**src/rtl/alu_share_arbiter.sv**
```systemverilog
// Round-robin arbiter that time-shares one combinational ALU between two requesters.
// Build option ALU_ARB_ILLEGAL_CHK_EN adds the illegal_op output and squashes results of codes > 17.
module alu_share_arbiter #(
  parameter int DATA_W        = 32,
  parameter int MULDIV_CYCLES = 4
) (
  input  logic                clk,
  input  logic                rst_n,
  input  logic [1:0]          req_valid,
  output logic [1:0]          req_ready,
  input  logic [9:0]          req_op,
  input  logic [2*DATA_W-1:0] req_a,
  input  logic [2*DATA_W-1:0] req_b,
  input  logic [9:0]          req_shamt,
  output logic [4:0]          alu_cnt,
  output logic [DATA_W-1:0]   alu_in1,
  output logic [DATA_W-1:0]   alu_in2,
  output logic [4:0]          alu_shamt,
  input  logic [DATA_W-1:0]   alu_result,
  input  logic                alu_zero,
  output logic                rsp_valid,
  output logic                rsp_id,
  output logic [DATA_W-1:0]   rsp_result,
  output logic                rsp_zero,
`ifdef ALU_ARB_ILLEGAL_CHK_EN
  output logic                illegal_op,
`endif
  output logic                busy
);

  // state | meaning
  // IDLE  | waiting for a request; req_ready may assert
  // EXEC  | ALU inputs held; cnt_q counts down the op latency
  // DONE  | response captured; rsp_valid pulses for this one cycle

  localparam int              CNT_W   = $clog2(MULDIV_CYCLES) + 1;
  localparam logic [CNT_W-1:0] MD_LOAD = CNT_W'(MULDIV_CYCLES - 1);
  localparam logic [4:0]      OP_IMUL = 5'd15;
  localparam logic [4:0]      OP_DIVI = 5'd16;
  localparam logic [4:0]      OP_MAX  = 5'd17;

  typedef enum logic [1:0] {
    S_IDLE = 2'd0,
    S_EXEC = 2'd1,
    S_DONE = 2'd2
  } state_e;

  state_e              state_q;
  logic                last_grant_q;
  logic                cur_id_q;
  logic [CNT_W-1:0]    cnt_q;
  logic [4:0]          alu_cnt_q;
  logic [DATA_W-1:0]   alu_in1_q;
  logic [DATA_W-1:0]   alu_in2_q;
  logic [4:0]          alu_shamt_q;
  logic                rsp_valid_q;
  logic                rsp_id_q;
  logic [DATA_W-1:0]   rsp_result_q;
  logic                rsp_zero_q;
  logic                busy_q;
`ifdef ALU_ARB_ILLEGAL_CHK_EN
  logic                op_ill_q;
  logic                illegal_op_q;
`endif

  logic                grant_vld;
  logic                grant_id;
  logic [4:0]          g_op;
  logic [DATA_W-1:0]   g_a;
  logic [DATA_W-1:0]   g_b;
  logic [4:0]          g_shamt;
  logic                g_muldiv;

  // Tie goes to whoever did not win last; last_grant resets to 1 so requester 0 wins first.
  always_comb begin
    grant_vld = 1'b0;
    grant_id  = 1'b0;
    if (state_q == S_IDLE) begin
      case (req_valid)
        2'b01: begin
          grant_vld = 1'b1;
          grant_id  = 1'b0;
        end
        2'b10: begin
          grant_vld = 1'b1;
          grant_id  = 1'b1;
        end
        2'b11: begin
          grant_vld = 1'b1;
          grant_id  = ~last_grant_q;
        end
        default: begin
          grant_vld = 1'b0;
          grant_id  = 1'b0;
        end
      endcase
    end
  end

  assign req_ready = {grant_vld & grant_id, grant_vld & ~grant_id};

  assign g_op     = grant_id ? req_op[9:5]                 : req_op[4:0];
  assign g_a      = grant_id ? req_a[2*DATA_W-1:DATA_W]    : req_a[DATA_W-1:0];
  assign g_b      = grant_id ? req_b[2*DATA_W-1:DATA_W]    : req_b[DATA_W-1:0];
  assign g_shamt  = grant_id ? req_shamt[9:5]              : req_shamt[4:0];
  assign g_muldiv = (g_op == OP_IMUL) || (g_op == OP_DIVI);

  always_ff @(posedge clk or negedge rst_n) begin
    if (!rst_n) begin
      state_q      <= S_IDLE;
      last_grant_q <= 1'b1;
      cur_id_q     <= 1'b0;
      cnt_q        <= '0;
      alu_cnt_q    <= '0;
      alu_in1_q    <= '0;
      alu_in2_q    <= '0;
      alu_shamt_q  <= '0;
      rsp_valid_q  <= 1'b0;
      rsp_id_q     <= 1'b0;
      rsp_result_q <= '0;
      rsp_zero_q   <= 1'b0;
      busy_q       <= 1'b0;
`ifdef ALU_ARB_ILLEGAL_CHK_EN
      op_ill_q     <= 1'b0;
      illegal_op_q <= 1'b0;
`endif
    end else begin
      case (state_q)
        S_IDLE: begin
          if (grant_vld) begin
            alu_cnt_q    <= g_op;
            alu_in1_q    <= g_a;
            alu_in2_q    <= g_b;
            alu_shamt_q  <= g_shamt;
            last_grant_q <= grant_id;
            cur_id_q     <= grant_id;
            cnt_q        <= g_muldiv ? MD_LOAD : '0;
            busy_q       <= 1'b1;
`ifdef ALU_ARB_ILLEGAL_CHK_EN
            op_ill_q     <= (g_op > OP_MAX);
`endif
            state_q      <= S_EXEC;
          end
        end
        S_EXEC: begin
          if (cnt_q != '0) begin
            cnt_q <= cnt_q - CNT_W'(1);
          end else begin
`ifdef ALU_ARB_ILLEGAL_CHK_EN
            rsp_result_q <= op_ill_q ? '0 : alu_result;
            rsp_zero_q   <= ~op_ill_q & alu_zero;
            illegal_op_q <= op_ill_q;
`else
            rsp_result_q <= alu_result;
            rsp_zero_q   <= alu_zero;
`endif
            rsp_id_q     <= cur_id_q;
            rsp_valid_q  <= 1'b1;
            state_q      <= S_DONE;
          end
        end
        S_DONE: begin
          rsp_valid_q  <= 1'b0;
          busy_q       <= 1'b0;
`ifdef ALU_ARB_ILLEGAL_CHK_EN
          illegal_op_q <= 1'b0;
`endif
          state_q      <= S_IDLE;
        end
        default: begin
          state_q <= S_IDLE;
        end
      endcase
    end
  end

  assign alu_cnt    = alu_cnt_q;
  assign alu_in1    = alu_in1_q;
  assign alu_in2    = alu_in2_q;
  assign alu_shamt  = alu_shamt_q;
  assign rsp_valid  = rsp_valid_q;
  assign rsp_id     = rsp_id_q;
  assign rsp_result = rsp_result_q;
  assign rsp_zero   = rsp_zero_q;
  assign busy       = busy_q;
`ifdef ALU_ARB_ILLEGAL_CHK_EN
  assign illegal_op = illegal_op_q;
`endif

endmodule
```
**config.mk**
```make
export PLATFORM = sky130hd
export DESIGN_NAME = alu_share_arbiter
export DESIGN_NICKNAME = d
export VERILOG_FILES = /design/src/rtl/alu_share_arbiter.sv
export SDC_FILE = /design/constraint.sdc
export NUM_CORES = 1
export LEC_CHECK = 0
export CORE_MARGIN = 10
export CORE_UTILIZATION = 40
export DETAILED_ROUTE_END_ITERATION = 16
export GPL_TIMING_DRIVEN = 0
export PLACE_DENSITY = 0.87
export SLEW_MARGIN = 10
export SYNTH_ARGS = -nofsm -noshare
export SYNTH_HDL_FRONTEND = slang
export SYNTH_SLANG_ARGS = --single-unit
```
**constraint.sdc**
```tcl
create_clock -name clk -period 4.9 [get_ports clk]
set_clock_uncertainty 0.15 [all_clocks]
set_input_delay 0.98 -clock clk [delete_from_list [all_inputs] [get_ports clk]]
set_output_delay 0.98 -clock clk [all_outputs]
set_load 0.01 [all_outputs]
```
**Word-level counts from Yosys, hierarchy flattened**

Cells that the tools add are included.

- Shift-type cells: 0
- Multipliers: 0
- Bitwise logic cells: 5
- Reductions and logical operators: 13
- Add/sub/neg operators: 1
- Multiplexer cells: 19
- Magnitude comparators: 0
- Divide/modulo/power cells: 0
- Eq/ne operators: 10

Operator list:

| kind | number |
|---|---|
| $mux W32 | 2 |
| $mux W5 | 2 |
| $reduce_and A2 Y1 | 5 |
| $eq A2 B2 Y1 const B | 3 |
| $mux W2 | 3 |
| $mux W3 | 2 |
| $ne A2 B2 Y1 const B | 3 |
| $pmux W1 S2 | 3 |
| $pmux W3 S2 | 1 |
| $reduce_bool A2 Y1 | 3 |
| $eq A5 B4 Y1 const B | 1 |
| $eq A5 B5 Y1 const B | 1 |
| $mux W1 | 5 |
| $eq A2 B1 Y1 const B | 2 |
| $pmux W2 S2 | 1 |
| $not A1 Y1 | 3 |
| $reduce_and A3 Y1 | 1 |
| $reduce_bool A3 Y1 | 1 |
| $reduce_or A3 Y1 | 1 |
| $sub A3 B1 Y3 const B | 1 |
| $and A1 B1 Y1 | 2 |
| $logic_not A2 Y1 | 1 |
| $logic_or A1 B1 Y1 | 1 |

- Memories kept: 0
- Bits in read-only memories: 0
- Latch bits: 0
- Input port bits: 185
- Output and inout bits: 112
- Flip-flop bits (word level): 117
- Word-level logic and storage cells: 61
- Bits in writable memories: 0

**Depth between registers and ports, before layout**

- Depth in word-level cells: 9
- Mapped depth: 7
- Depth with buffers taken out: 5

**Worst setup path before layout**

OpenSTA, ideal clock, no wires.

- Path type: input -> output
- From: input req_valid[1]
- To: output req_ready[0]
- Stages: 4
- Data arrival time: 1978 ps
- Setup slack: 1792 ps
- Path buffers: 2
- Required time: 3770 ps
- Cell sequence: o21ai_1 -> clkbuf_1 -> clkbuf_1 -> nor2_1

- Word-level cells in the longest chain between the ends: 5
- Elaborated cells between the ends (all ways): 10
- Classes of those cells: eq/ne: 3; mux: 4; bitwise: 2; reduce/logical: 1

Ends and longest elaborated chain:

| what | line | text |
|---|---|---|
| from (decl) | 9 | `input logic [1:0] req_valid,` |
| $eq A2 B2 Y1 / $eq A2 B1 Y1 (equally long branches) | 79 | `case (req_valid)` |
| $reduce_or A3 Y1 (no line) / $pmux W1 S2 (equally long branches) | -- |  |
| $mux W1, on equally long branches | 79, 78 |  |
| $mux W1 / $not A1 Y1 (equally long branches) | 78, 100 |  |
| $and A1 B1 Y1 (*) | 100 | `assign req_ready = {grant_vld & grant_id, grant_vld & ~grant_id};` |
| to (decl) | 10 | `output logic [1:0] req_ready,` |

Every way passes the cells marked *; elsewhere a longest branch is shown, timed or not.

**Final worst setup path**

- From: input req_valid[1]
- To: output req_ready[1]

- Word-level cells in the longest chain between the ends: 5
- Elaborated cells between the ends (all ways): 9
- Classes of those cells: eq/ne: 3; mux: 4; bitwise: 1; reduce/logical: 1

Ends and longest elaborated chain:

| what | line | text |
|---|---|---|
| $eq A2 B2 Y1 / $eq A2 B1 Y1 (equally long branches) | 79 |  |
| $reduce_or A3 Y1 (no line) | -- |  |
| $mux W1 | 79 |  |
| $mux W1 | 78 | `if (state_q == S_IDLE) begin` |
| $and A1 B1 Y1 (*) | 100 |  |

Marks and branches as above.

==> reports/results.ini <==
[timing]
final_period_minus_worst_setup_slack_ns = 4.582
rsz0062_at_grt = no
period_share_pct = 93.51
holdWs_ns = 0.3225
slew_headroom_pct = 61.04
finalSetupViolCount = 0
drv_slew = 0
tightest_slew_ns = 0.5844
timing.fmax_mhz = 218.2
fin_ws_ns = 0.3179
hold_violations = 0

[yosys]
async_flop_share_pct = 100.0
synthSimpleGateAreaFrac_pct = 8.032
yosys.area_share.adder_pct = 0.5099
yosys-top-cells-count = 116 x dfrtp_1, 78 x nand2_1, 74 x o21ai_0
synth-seq-area-share_pct = 59.69
avgSynthCellArea_sq_um = 11.03
yosysWarnings = 0
syn_inst = 445
synth_area_sq_um = 4907
synth.mux.area_fraction_pct = 13.11
synth_compound_area_share_pct = 15.55
synth_seq_cells = 117
synth_top_family_by_area = compound AO/OA/AOI/OAI gates
synth_edf_count = 0
synth_top_area_cell = dfrtp_1
synth_ff_type = dfrtp_1
synth_most_common_cell = dfrtp_1
synth_cell_type_count = 29
synth_fp_nets = 632
synth.top_cell.area_share_pct = 59.15
synth_xor_xnor_area_share_pct = 0
synthTopCellsByArea = dfrtp_1 59%, mux2_2 7.8%, o21ai_0 7.5%

[power_and_ir_drop]
power_mw = 5.152
power.density_nw_per_um2 = 597.6
leakage_nw = 3.578
ir_worst_vdd_v = 0.0002500

[layout]
diodes = 0
drive_gt1_share_pct = 9.702
multi_input_area_sq_um = 1829
syn2layout_area_growth_pct = 75.70
regArea_sq_um = 2929
final_nets = 948
nFillCells = 882
instances_no_fill = 920

[grt]
grt_pass1_vias = 5340
grt_start_max_net_pins = 63
grtUsageTotal_pct = 22.99
antenna_found_initial = 0
grt_pass1_wl_um = 29900
grt_overflow = 0

[drt]
antenna_left = 0
finalWirelength_um = 20230
via_per_inst = 5.216
vias = 4799
wl_per_cell_um = 21.99
remaining_drc_errors = 0
drtIter0Drc = 293
drt_pass1_iterations = 4

[worst_setup_path]
path_class = in2out
endpoint_kind = output pin
required_ns = 3.77
crit_arrival_ns = 3.45
critPathMaxFanout = 10
worstSetupStartpointType = input pin

[clocking]
cts_buffers = 17
clk_latency_ns = 0.40
cts-root-buf = clkbuf_16
clk_pin_slew_ns = 0.05
cts_tree = yes
clk_path_buf_depth = 2
clock_sinks = 117
cts_htree_levels = 4
holdBufCountCts = 0

[floorplanning]
core_sq_um = 12010
die_width_um = 130.8
design.die.area_sq_um = 17100
boundaryPins = 297
start_util_pct = 40.85
rows = 40
die_y_um = 130.8

[status]
status = completed

[job]
maxCapViolCount = 0

[placed_design]
post-place-ws_ns = 0.09312
hpwlAfterDp_um = 16010
portBuffers = 296
place_inst = 889
routabilityCongestion = 0.8561

[hold_path]
min_path_type = reg2reg

sequential cells by signal (all words and copies together), names as in the netlist:
name / count
busy: 1
alu_in2: 32
alu_in1: 32
state_q: 2
rsp_valid: 1
last_grant_q: 1
cnt_q: 3
cur_id_q: 1
alu_cnt: 5
rsp_zero: 1
rsp_id: 1
rsp_result: 32
alu_shamt: 5
worst max-delay path, cell delays in order:
cell and delay, ns:
clkdlybuf4s50_1 0.56, a21bo_1 0.22, buf_2 0.19, nor3_4 0.38
clkbuf_1 0.46, clkdlybuf4s50_1 0.67
worst paths after layout:
| check | startpoint | endpoint | slack [ns] | cells after the start |
|---|---|---|---|---|
| setup / recovery | req_valid[1] | req_ready[1] | 0.32 | 6 |
| setup reg to reg | last_grant_q | alu_in2[8] | 2.60 | 7 |
| min in group asynchronous | rst_n | rsp_result[27] | 0.38 | 1 |
| max in group asynchronous | rst_n | alu_in1[7] | 3.51 | 2 |
| hold / removal | cur_id_q | cur_id_q | 0.32 | 1 |
| hold reg to reg | cur_id_q | cur_id_q | 0.32 | 1 |
layer usage:
metal	share of wire [%]	track usage (%)
met4	1.3	6.540
met5	0	0
met3	8.4	7.897
met2	54	42.70
met1	36	23.93
cells in the final DEF, fill, tap and decap left out, types with 2 or more instances in the layout:
cell	instances
o21ai_0	74
nand2_1	78
mux2i_1	26
nor2_1	4
clkinvlp_4	3
clkinv_2	4
clkbuf_16	17
dfrtp_1	116
a21o_1	3
nand4_1	2
and3_1	3
a211oi_1	2
mux2_2	34
clkbuf_1	28
or4_1	2
ha_1	2
buf_2	8
o22ai_1	51
inv_1	3
clkdlybuf4s50_1	295
area by class of cell:
| class | count | share of cell area [%] |
|---|---|---|
| buffer | 34 | 1.640 |
| multi-input combinational | 291 | 21.22 |
| timing repair buffer | 297 | 34.70 |
| inverter | 3 | 0.1306 |
| sequential | 117 | 33.97 |
| clock buffer | 22 | 5.268 |
| clock inverter | 9 | 0.9433 |
| tap | 147 | 2.133 |
what timing repair did:
action | in CTS | in global routing
setup buffers | 0 | 0
gates resized for setup | 0 | 1
setup endpoints to repair | 0 | 1
cells by family (layout without fill, tap and decap cells):
group / count (synthesis) / count (layout)
adder cells (fa/ha/maj): 2 / 2
AND/OR/NAND/NOR: 94 / 94
buffers and inverters: 37 / 365
flip-flops: 117 / 117
AO/OA/AOI/OAI: 135 / 135
multiplexers: 60 / 60
where the power goes:
group / switching, mW / internal, mW
clock: 0.424 / 0.703
combinational: 1.08 / 1.25
sequential: 0.258 / 1.43
per-stage QoR:
step	utilization (%)	instance area (sq um)	setup TNS (ns)
after floorplan	-	4907	0
after global placement	67.05	8054	-189.84
after detailed placement	67.29	8083	0
after CTS	71.75	8618	0
after global routing	71.78	8622	0
final	71.78	8622	0
No activity file was read; power rests on OpenSTA's default activity.
